## config.mk

```make
export PLATFORM = sky130hd
export DESIGN_NAME = packet_buffer_ctrl_flat
export DESIGN_NICKNAME = d
export VERILOG_FILES = /design/src/rtl/packet_buffer_ctrl_pkg.sv /design/src/rtl/packet_buffer_ctrl_if.sv /design/src/rtl/packet_buffer_ctrl_skid.sv /design/src/rtl/packet_buffer_ctrl.sv /design/src/flat_wrapper.sv
export SDC_FILE = /design/constraint.sdc
export NUM_CORES = 1
export LEC_CHECK = 0
export ABC_AREA = 0
export CORE_MARGIN = 2
export CORE_UTILIZATION = 45
export DETAILED_ROUTE_END_ITERATION = 7
export PLACE_DENSITY = 0.75
export SETUP_SLACK_MARGIN = 0.4
export SLEW_MARGIN = 20
export SYNTH_ARGS = -nofsm -noshare
export SYNTH_HDL_FRONTEND = slang
export SYNTH_SLANG_ARGS = --single-unit
```

## constraint.sdc

```tcl
create_clock -name clk -period 15.2 [get_ports clk]
set_clock_uncertainty 0.1 [all_clocks]
set_input_delay 4.56 -clock clk [delete_from_list [all_inputs] [get_ports clk]]
set_output_delay 4.56 -clock clk [all_outputs]
set_load 0.03 [all_outputs]
```

## src/rtl/packet_buffer_ctrl_pkg.sv

```systemverilog
// Shared types for the SRv6 packet buffer sequencer.
//   wr_state_t : ingress write FSM states
//   ptr_width  : pointer width for a RAM of 2**depth words (one extra wrap bit)
package srv6_pkg;

  typedef enum logic [1:0] {
    WR_IDLE = 2'd0,
    WR_RECV = 2'd1,
    WR_DROP = 2'd2
  } wr_state_t;

  // The extra MSB distinguishes a full buffer from an empty one.
  function automatic int ptr_width(input int depth);
    return depth + 1;
  endfunction

endpackage

```

## src/rtl/packet_buffer_ctrl_if.sv

```systemverilog
// Packet word stream: valid/ready handshake carrying a data word and an
// end-of-packet flag.
//   master : drives valid/data/last, samples ready
//   slave  : samples valid/data/last, drives ready
interface packet_buffer_ctrl_if #(parameter int WIDTH = 32);
  logic             valid;
  logic             ready;
  logic             last;
  logic [WIDTH-1:0] data;

  modport master (output valid, data, last, input ready);
  modport slave  (input valid, data, last, output ready);
endinterface

```

## src/rtl/packet_buffer_ctrl_skid.sv

```systemverilog
// Two-entry register FIFO between the RAM read port and the egress stream.
//   push/din   : word returned by the RAM this cycle
//   pop        : egress ready; a word leaves when valid && pop
//   valid/dout : head of the FIFO; when empty the incoming word is shown
//                directly so a freshly read word reaches egress without an
//                extra register stage
//   count      : stored entries (0..2); the caller never pushes into a full FIFO
module pkt_out_skid #(
  parameter int W = 33
) (
  input  logic         clk,
  input  logic         reset_n,
  input  logic         push,
  input  logic [W-1:0] din,
  input  logic         pop,
  output logic         valid,
  output logic [W-1:0] dout,
  output logic [1:0]   count
);
  logic [W-1:0] e0, e1;
  logic         take;

  assign valid = (count != 2'd0) || push;
  assign dout  = (count != 2'd0) ? e0 : din;
  assign take  = pop && valid;

  always_ff @(posedge clk or negedge reset_n) begin
    if (!reset_n) begin
      count <= 2'd0;
      e0    <= '0;
      e1    <= '0;
    end else begin
      case ({push, take})
        2'b10: begin
          if (count == 2'd0) e0 <= din;
          else               e1 <= din;
          count <= count + 2'd1;
        end
        2'b01: begin
          e0    <= e1;
          count <= count - 2'd1;
        end
        2'b11: begin
          // Empty: the word bypasses straight out, nothing to store.
          if (count == 2'd1) e0 <= din;
          else if (count == 2'd2) begin
            e0 <= e1;
            e1 <= din;
          end
        end
        default: ;
      endcase
    end
  end
endmodule

```

## src/rtl/packet_buffer_ctrl.sv

```systemverilog
// Store-and-forward packet buffer sequencer for an external simple dual-port
// RAM (1-cycle registered read, WIDTH+1 bit words, MSB = last flag).
//   clk, reset_n        : clock, asynchronous active-low reset
//   ingress (slave)     : line-rate word stream, always accepted (ready tied 1)
//   egress (master)     : valid/ready word stream of committed packets
//   ram_waddress/din/we : RAM write port
//   ram_raddress/dout   : RAM read port, dout valid one cycle after address
//   pkt_count           : committed packets not yet fully read out
//   drop_count          : saturating count of dropped packets
//   drop_pulse          : one-cycle pulse per drop decision
module packet_buffer_ctrl
  import srv6_pkg::*;
#(
  parameter int WIDTH = 32,
  parameter int DEPTH = 10,
  parameter int WORDS = 1024
) (
  input  logic                clk,
  input  logic                reset_n,
  packet_buffer_ctrl_if.slave  ingress,
  packet_buffer_ctrl_if.master egress,
  output logic [31:0]         ram_waddress,
  output logic [WIDTH:0]      ram_din,
  output logic                ram_we,
  output logic [31:0]         ram_raddress,
  input  logic [WIDTH:0]      ram_dout,
  output logic [15:0]         pkt_count,
  output logic [31:0]         drop_count,
  output logic                drop_pulse
);
  localparam int PTR_W = ptr_width(DEPTH);

  wr_state_t        state;
  logic [PTR_W-1:0] wr_ptr, commit_ptr, rd_ptr, used;
  logic             full, wr_ok, commit, rd_issue, ret_vld, pop_last;
  logic [1:0]       skid_cnt;
  logic [WIDTH:0]   head;
  logic             skid_vld;

  assign used  = wr_ptr - rd_ptr;
  assign full  = (used == PTR_W'(WORDS));
  assign wr_ok = ingress.valid && !full && (state != WR_DROP);

  assign ingress.ready = 1'b1;
  assign ram_we        = wr_ok;
  assign ram_din       = {ingress.last, ingress.data};
  assign ram_waddress  = 32'(wr_ptr[DEPTH-1:0]);
  assign commit        = wr_ok && ingress.last;

  // Write FSM. A full buffer on any word of the current packet rewinds the
  // write pointer to the last commit point, discarding the partial packet.
  always_ff @(posedge clk or negedge reset_n) begin
    if (!reset_n) begin
      state      <= WR_IDLE;
      wr_ptr     <= '0;
      commit_ptr <= '0;
      drop_count <= '0;
      drop_pulse <= 1'b0;
    end else begin
      drop_pulse <= 1'b0;
      if (ingress.valid) begin
        case (state)
          WR_IDLE, WR_RECV: begin
            if (!full) begin
              wr_ptr <= wr_ptr + 1'b1;
              if (ingress.last) begin
                commit_ptr <= wr_ptr + 1'b1;
                state      <= WR_IDLE;
              end else begin
                state <= WR_RECV;
              end
            end else begin
              wr_ptr     <= commit_ptr;
              drop_pulse <= 1'b1;
              if (drop_count != '1) drop_count <= drop_count + 32'd1;
              state <= ingress.last ? WR_IDLE : WR_DROP;
            end
          end
          WR_DROP: if (ingress.last) state <= WR_IDLE;
          default: state <= WR_IDLE;
        endcase
      end
    end
  end

  // Reads only cover committed words. Stored skid entries plus the read in
  // flight never exceed the two skid slots, so the skid cannot overflow.
  assign rd_issue     = (rd_ptr != commit_ptr) && ((3'(skid_cnt) + 3'(ret_vld)) < 3'd2);
  assign ram_raddress = 32'(rd_ptr[DEPTH-1:0]);
  assign pop_last     = skid_vld && egress.ready && head[WIDTH];

  always_ff @(posedge clk or negedge reset_n) begin
    if (!reset_n) begin
      rd_ptr    <= '0;
      ret_vld   <= 1'b0;
      pkt_count <= '0;
    end else begin
      ret_vld <= rd_issue;
      if (rd_issue) rd_ptr <= rd_ptr + 1'b1;
      case ({commit, pop_last})
        2'b10:   pkt_count <= pkt_count + 16'd1;
        2'b01:   pkt_count <= pkt_count - 16'd1;
        default: ;
      endcase
    end
  end

  pkt_out_skid #(.W(WIDTH + 1)) u_skid (
    .clk     (clk),
    .reset_n (reset_n),
    .push    (ret_vld),
    .din     (ram_dout),
    .pop     (egress.ready),
    .valid   (skid_vld),
    .dout    (head),
    .count   (skid_cnt)
  );

  assign egress.valid = skid_vld;
  assign egress.data  = head[WIDTH-1:0];
  assign egress.last  = head[WIDTH];
endmodule

```

## src/flat_wrapper.sv

```systemverilog
// flat-port wrapper written by rule: the top's interface ports become plain ports
module packet_buffer_ctrl_flat import srv6_pkg::*;
#(
  parameter int WIDTH = 32,
  parameter int DEPTH = 10,
  parameter int WORDS = 1024
)
  (clk, reset_n, ram_waddress, ram_din, ram_we, ram_raddress, ram_dout, pkt_count, drop_count, drop_pulse, ingress_valid, ingress_data, ingress_last, ingress_ready, egress_valid, egress_data, egress_last, egress_ready);
  packet_buffer_ctrl_if #(.WIDTH(WIDTH)) ingress_i ();
  packet_buffer_ctrl_if #(.WIDTH(WIDTH)) egress_i ();
  input  logic clk;
  input  logic reset_n;
  output logic [31:0] ram_waddress;
  output logic [WIDTH:0] ram_din;
  output logic ram_we;
  output logic [31:0] ram_raddress;
  input  logic [WIDTH:0] ram_dout;
  output logic [15:0] pkt_count;
  output logic [31:0] drop_count;
  output logic drop_pulse;
  input wire logic [$bits(ingress_i.valid)-1:0] ingress_valid;
  input wire logic [$bits(ingress_i.data)-1:0] ingress_data;
  input wire logic [$bits(ingress_i.last)-1:0] ingress_last;
  output wire logic [$bits(ingress_i.ready)-1:0] ingress_ready;
  output wire logic [$bits(egress_i.valid)-1:0] egress_valid;
  output wire logic [$bits(egress_i.data)-1:0] egress_data;
  output wire logic [$bits(egress_i.last)-1:0] egress_last;
  input wire logic [$bits(egress_i.ready)-1:0] egress_ready;
  assign ingress_i.valid = ingress_valid;
  assign ingress_i.data = ingress_data;
  assign ingress_i.last = ingress_last;
  assign ingress_ready = ingress_i.ready;
  assign egress_valid = egress_i.valid;
  assign egress_data = egress_i.data;
  assign egress_last = egress_i.last;
  assign egress_i.ready = egress_ready;
  packet_buffer_ctrl #(.WIDTH(WIDTH), .DEPTH(DEPTH), .WORDS(WORDS)) u_core (.clk(clk), .reset_n(reset_n), .ingress(ingress_i), .egress(egress_i), .ram_waddress(ram_waddress), .ram_din(ram_din), .ram_we(ram_we), .ram_raddress(ram_raddress), .ram_dout(ram_dout), .pkt_count(pkt_count), .drop_count(drop_count), .drop_pulse(drop_pulse));
endmodule
```

[After elaboration in Yosys (flattened, before gate mapping)]
Cells that the tools add are included.
Operators by class
  multiplexer cells: 20
  eq/ne operators: 19
  order comparisons: 1
  $add $sub $neg: 9
  reductions and logical operators: 22
  bitwise logic cells: 1
Operators by type and width (count)
  two-way mux 33 bit: 7
  one-hot mux 33 bit (3 select lines): 1
  one-hot mux 33 bit (2 select lines): 1
  adder 32 x 1 -> 32 bit (second input constant): 1
  != test 32 bit (second input constant): 1
  one-hot mux 16 bit (2 select lines): 1
  adder 11 x 1 -> 11 bit (second input constant): 2
  adder 16 x 1 -> 16 bit (second input constant): 1
  subtractor 16 x 1 -> 16 bit (second input constant): 1
  != test 2 bit (second input constant): 6
  AND reduction 4 bit: 3
  == test 11 bit (second input constant): 1
  two-way mux 11 bit: 1
  != test 11 bit: 1
  subtractor 11 bit: 1
  == test 2 bit (second input constant): 5
  == test 2 x 1 -> 1 bit (second input constant): 4
  one-hot mux 2 bit (2 select lines): 2
  nonzero test 2 bit: 4
  logical AND 1 bit: 6
  two-way mux 2 bit: 3
  zero test 2 bit: 2
  two-way mux 1 bit: 4
  AND reduction 2 bit: 2
  other kinds (11): 11
Word-level totals
  input port bits: 70
  logic and storage cells: 83
  bits in registers: 153
  output and inout bits: 182

[Longest topological paths before layout]
  word-level depth: 8
  mapped depth: 21
  gate-level depth less buffers: 20

[Modules after synthesis]
From an unflattened synthesis, not the netlist that was laid out.
Second synthesis, totals
  cells, all modules: 994
  area total of the unflattened synthesis: 9713.1 um^2
Modules (own cells, without submodules)
  packet_buffer_ctrl: area each 6129.6 um^2, cells each 675, instances 1
  pkt_out_skid: area each 3583.4 um^2, cells each 319, instances 1

[Worst setup path after synthesis]
OpenSTA, ideal clock, no wires.
  path kind: input to output
  from: input ingress_valid
  to: output ram_we
  setup slack: 5.467 ns
  required time: 10.540 ns
  arrival: 5.073 ns
  path buffers: 0
  cell stages on the path: 2
  path through: o21ai_0 > nor2_1
On the way
  cells in the longest elaborated chain, start to end: 2
RTL lines
  start, declared: RTL line flat_wrapper.sv:21  | input wire logic [$bits(ingress_i.valid)-1:0] ingress_valid;
  logical AND 1 bit (2 in a row): RTL line packet_buffer_ctrl.sv:42  | assign wr_ok = ingress.valid && !full && (state != WR_DROP);
  end, declared: RTL line flat_wrapper.sv:15  | output logic ram_we;
Every way passes these cells.

[Worst setup path after layout]
Ends and elaborated chain as after synthesis.

==> flow_summary.toml <==
[yosys]
synth.yosys.seq_area_share = 0.4111
syn_avg_cell_area_um2 = 10.14
synthArstFlopShare = 1.000
syn-instance-count = 918
synth.top_cell.area_share = 0.4111
netlist_area_mm2 = 0.009313
yosysTopAreaCell = "dfrtp_1"
yosys_warnings = 0
postSynthRegisterBits = 153
number_of_different_library_cells_in_the_post_synthesis_netlist = 62
synth_area_leaders = "dfrtp_1, mux2_2, buf_4"
synth_edf_count = 0
yosys_most_used_dff = "dfrtp_1"

[clock_network]
clock_edge_transition_at_the_registers_on_the_reported_setup_and_hold_paths_ps = 70
tritoncts.num_buffers = 17
cts.repair_timing.setup_buffer_count = 0
clk_path_buf_depth = 2
htreeDepth = 4
clock_latency_ps = 430
cts.sink_count = 153
cts_resized = 0
postCtsHoldBufs = 0
cts.root.buffer_cell = "clkbuf_16"
cts_tree = "yes"

[power_and_ir_drop]
cellLeakagePower_nw = 4.750
clock_power_share = 0.179
switching_share = 0.4248
combPwrFrac = 0.527
seq_power_share = 0.294
cellPowerDensity_mw_per_mm2 = 211.1
cell_internal_pwr_mw = 1.336
vdd.ir_drop.worst_v = 0.00008368
net_switching_power_mw = 0.9869

[global_route]
grt-ovfl-total = 0
grt_pass1_vias = 6335
grt_pass1_wl_mm = 32.01
grt_util_all_layers = 0.1798
grt_max_degree = 86
grt_antenna_before_repair = 0

[critical_path]
crit_fanout = 5
critical_path_arrival_ps = 6020
cp.required_ps = 10540
crit_path_start_kind = "primary input"
worst-r2r-setup-slack_ps = 8980
critical_path.max_stage_delay_ps = 690
worstSetupPathType = "primary input to primary output"
critical_path.endpoint_type = "primary output"
slowest_stage = "clkdlybuf4s50_1"
worstPathCellList = "clkdlybuf4s50_1, o21ai_0, nor2_1, clkdlybuf4s50_1"
critical-path-top-cell-by-count = "clkdlybuf4s50_1"
timing.critical_path.from = "ingress_valid"
worst_r2r_startpoint = "u_core.rd_ptr[1]$_DFFE_PN0P_"

[sta]
finalSetupViolations = 0
final_min_period_over_clock_period = 0.7027
timing_max_transition_violations_final = 0
rsz0062_at_grt = "false"
finalSetupTns_ps = 0
tightest_pin_transition_ps = 1025
timing.slew.headroom = 0.3142
clock.fmax_ghz = 0.09363
hold_vio_cnt_final = 0
period_minus_slack_ps = 10680

[floorplan]
core_region_area_mm2 = 0.02030
die-area_mm2 = 0.02186
cell_row_count = 52
top_level_ports = 252
die_width_um = 147.9
die_h_um = 147.9
floorplan.initialDensity = 0.4588

[job]
maxCapViolCount = 0

[detailed_routing]
post_drt_wl_per_cell_um = 15.18
routed_via_density = 5.155
route.final.wire_length_mm = 19.41
drc = 0
detail_route.iter0.violations = 301
drt_pre_antenna_iters = 4
number_of_nets_with_antenna_violations_after_detailed_routing = 0
route.vias.total = 6593

[min_path]
holdCritStartpoint = "u_core.drop_count[18]$_DFFE_PN0P_"
min_path_type = "register to register"

[place]
placedCellCount = 1246
dp_hpwl_mm = 13.34
gp_routability_congestion = 0.7893
portBuffers = 142

[final_layout]
finalNonFillerCells = 1279
design.final.nets = 1098
layout-drive-gt1-share = 0.1358
antenna_cells = 0
final_util = 0.5420
area_growth_syn_to_layout_pct = 18.15

[outcome]
run_status = "completed"
## critical path: cells and delay by family
kind,cells,cell delay (ps)
buffers and inverters,2,1210
AO/OA/AOI/OAI,1,100
AND/OR/NAND/NOR,1,140
## layout by cell type (no fill, tap or decap), drive strengths merged, types with 2 or more instances in the layout
master         instances
a211oi                 5
a21boi                 2
a21o                   5
a21oi                 45
a22oi                  9
a31o                   2
a31oi                  2
and3                  17
and4                   6
buf                    7
clkbuf                17
clkdlybuf4s50        141
clkinv                 4
clkinvlp               4
conb                  45
dfrtp                153
ha                    31
inv                   46
mux2                  80
mux2i                 44
nand2                 50
nand2b                 4
nand3                 39
nand3b                 2
nand4                 19
nor2                  58
nor2b                  3
nor3                  16
nor4                   4
o211ai                 3
o21ai                 41
o21bai                 2
o221ai                 2
o31ai                  2
or3                    5
xnor2                 66
xor2                  12
## area by class of cell
| class | count | area, um2 |
|---|---|---|
| clock inverters | 15 | 158.9 |
| inverters | 39 | 146.4 |
| fillers | 1821 | 9296 |
| repair buffers | 148 | 1475 |
| clock buffers | 17 | 425.4 |
| well taps | 270 | 337.8 |
| flip-flops and latches | 153 | 3829 |
| multi-input cells | 637 | 4631 |
## power by group through the flow
stage,combinational [mW],sequential [mW],clock (mW)
after floorplan,0.910,0.689,0
after global placement,1.20,0.685,0
after detailed placement,1.22,0.692,0
after CTS,1.23,0.685,0.428
after global routing,1.34,0.706,0.447
final,1.22,0.683,0.417
## synth_stat cells, drive strengths merged, types with 4 or more instances
cell type	count
dfrtp	153
buf	113
mux2	80
xnor2	66
nor2	58
nand2	50
a21oi	45
mux2i	44
o21ai	41
inv	39
nand3	39
ha	31
clkbuf	19
nand4	19
and3	17
nor3	16
xor2	12
a22oi	9
and4	6
a211oi	5
a21o	5
or3	5
nand2b	4
nor4	4
## through the flow
step	power, mW	area, um2	hold slack, ps	setup WS [ps]
6_report	2.323	11000	392.1	4520
4_1_cts	2.346	10990	400.4	4514
5_1_grt	2.490	11000	415.3	4417
3_5_place_dp	1.917	10400	387.2	4527
3_3_place_gp	1.883	10400	384.5	4529
2_1_floorplan	1.600	9474	369.2	5467
## routing by layer
layer / global-route usage / wire (um)
met2: 0.2877 / 9328
met3: 0.04167 / 946
met1: 0.2466 / 8919
met5: 0 / 0
met4: 0.04952 / 217
## worst paths after layout
check	endpoint	cells after the start
min reg2reg	u_core.drop_count[18]$_DFFE_PN0P_	1
min in group asynchronous	u_core.commit_ptr[8]$_DFFE_PN0P_	1
max reg2reg	u_core.pkt_count[15]$_DFFE_PN0P_	20
max	ram_we	4
max in group asynchronous	u_core.rd_ptr[1]$_DFFE_PN0P_	2
min	u_core.drop_count[18]$_DFFE_PN0P_	1
## registers in the layout (all words and copies together), names as in the netlist
signal	flops
u_core.u_skid.e1	33
u_core.state	2
u_core.pkt_count	16
u_core.commit_ptr	11
u_core.drop_count	32
u_core.u_skid.e0	33
u_core.u_skid.count	2
u_core.wr_ptr	11
u_core.ret_vld	1
u_core.drop_pulse	1
u_core.rd_ptr	11
## cells by family (layout without fill, tap and decap cells)
group,Yosys count,after routing,share of synthesized area
simple gates,230,230,0.1283
xor+xnor,78,78,0.07336
other cells,2,45,0.0008064
buf+inv,171,219,0.1116
mux,124,124,0.1481
compound gates,128,128,0.08290
flops,153,153,0.4111
fa+ha+maj,32,32,0.04380
No activity file was read; power rests on OpenSTA's default activity.
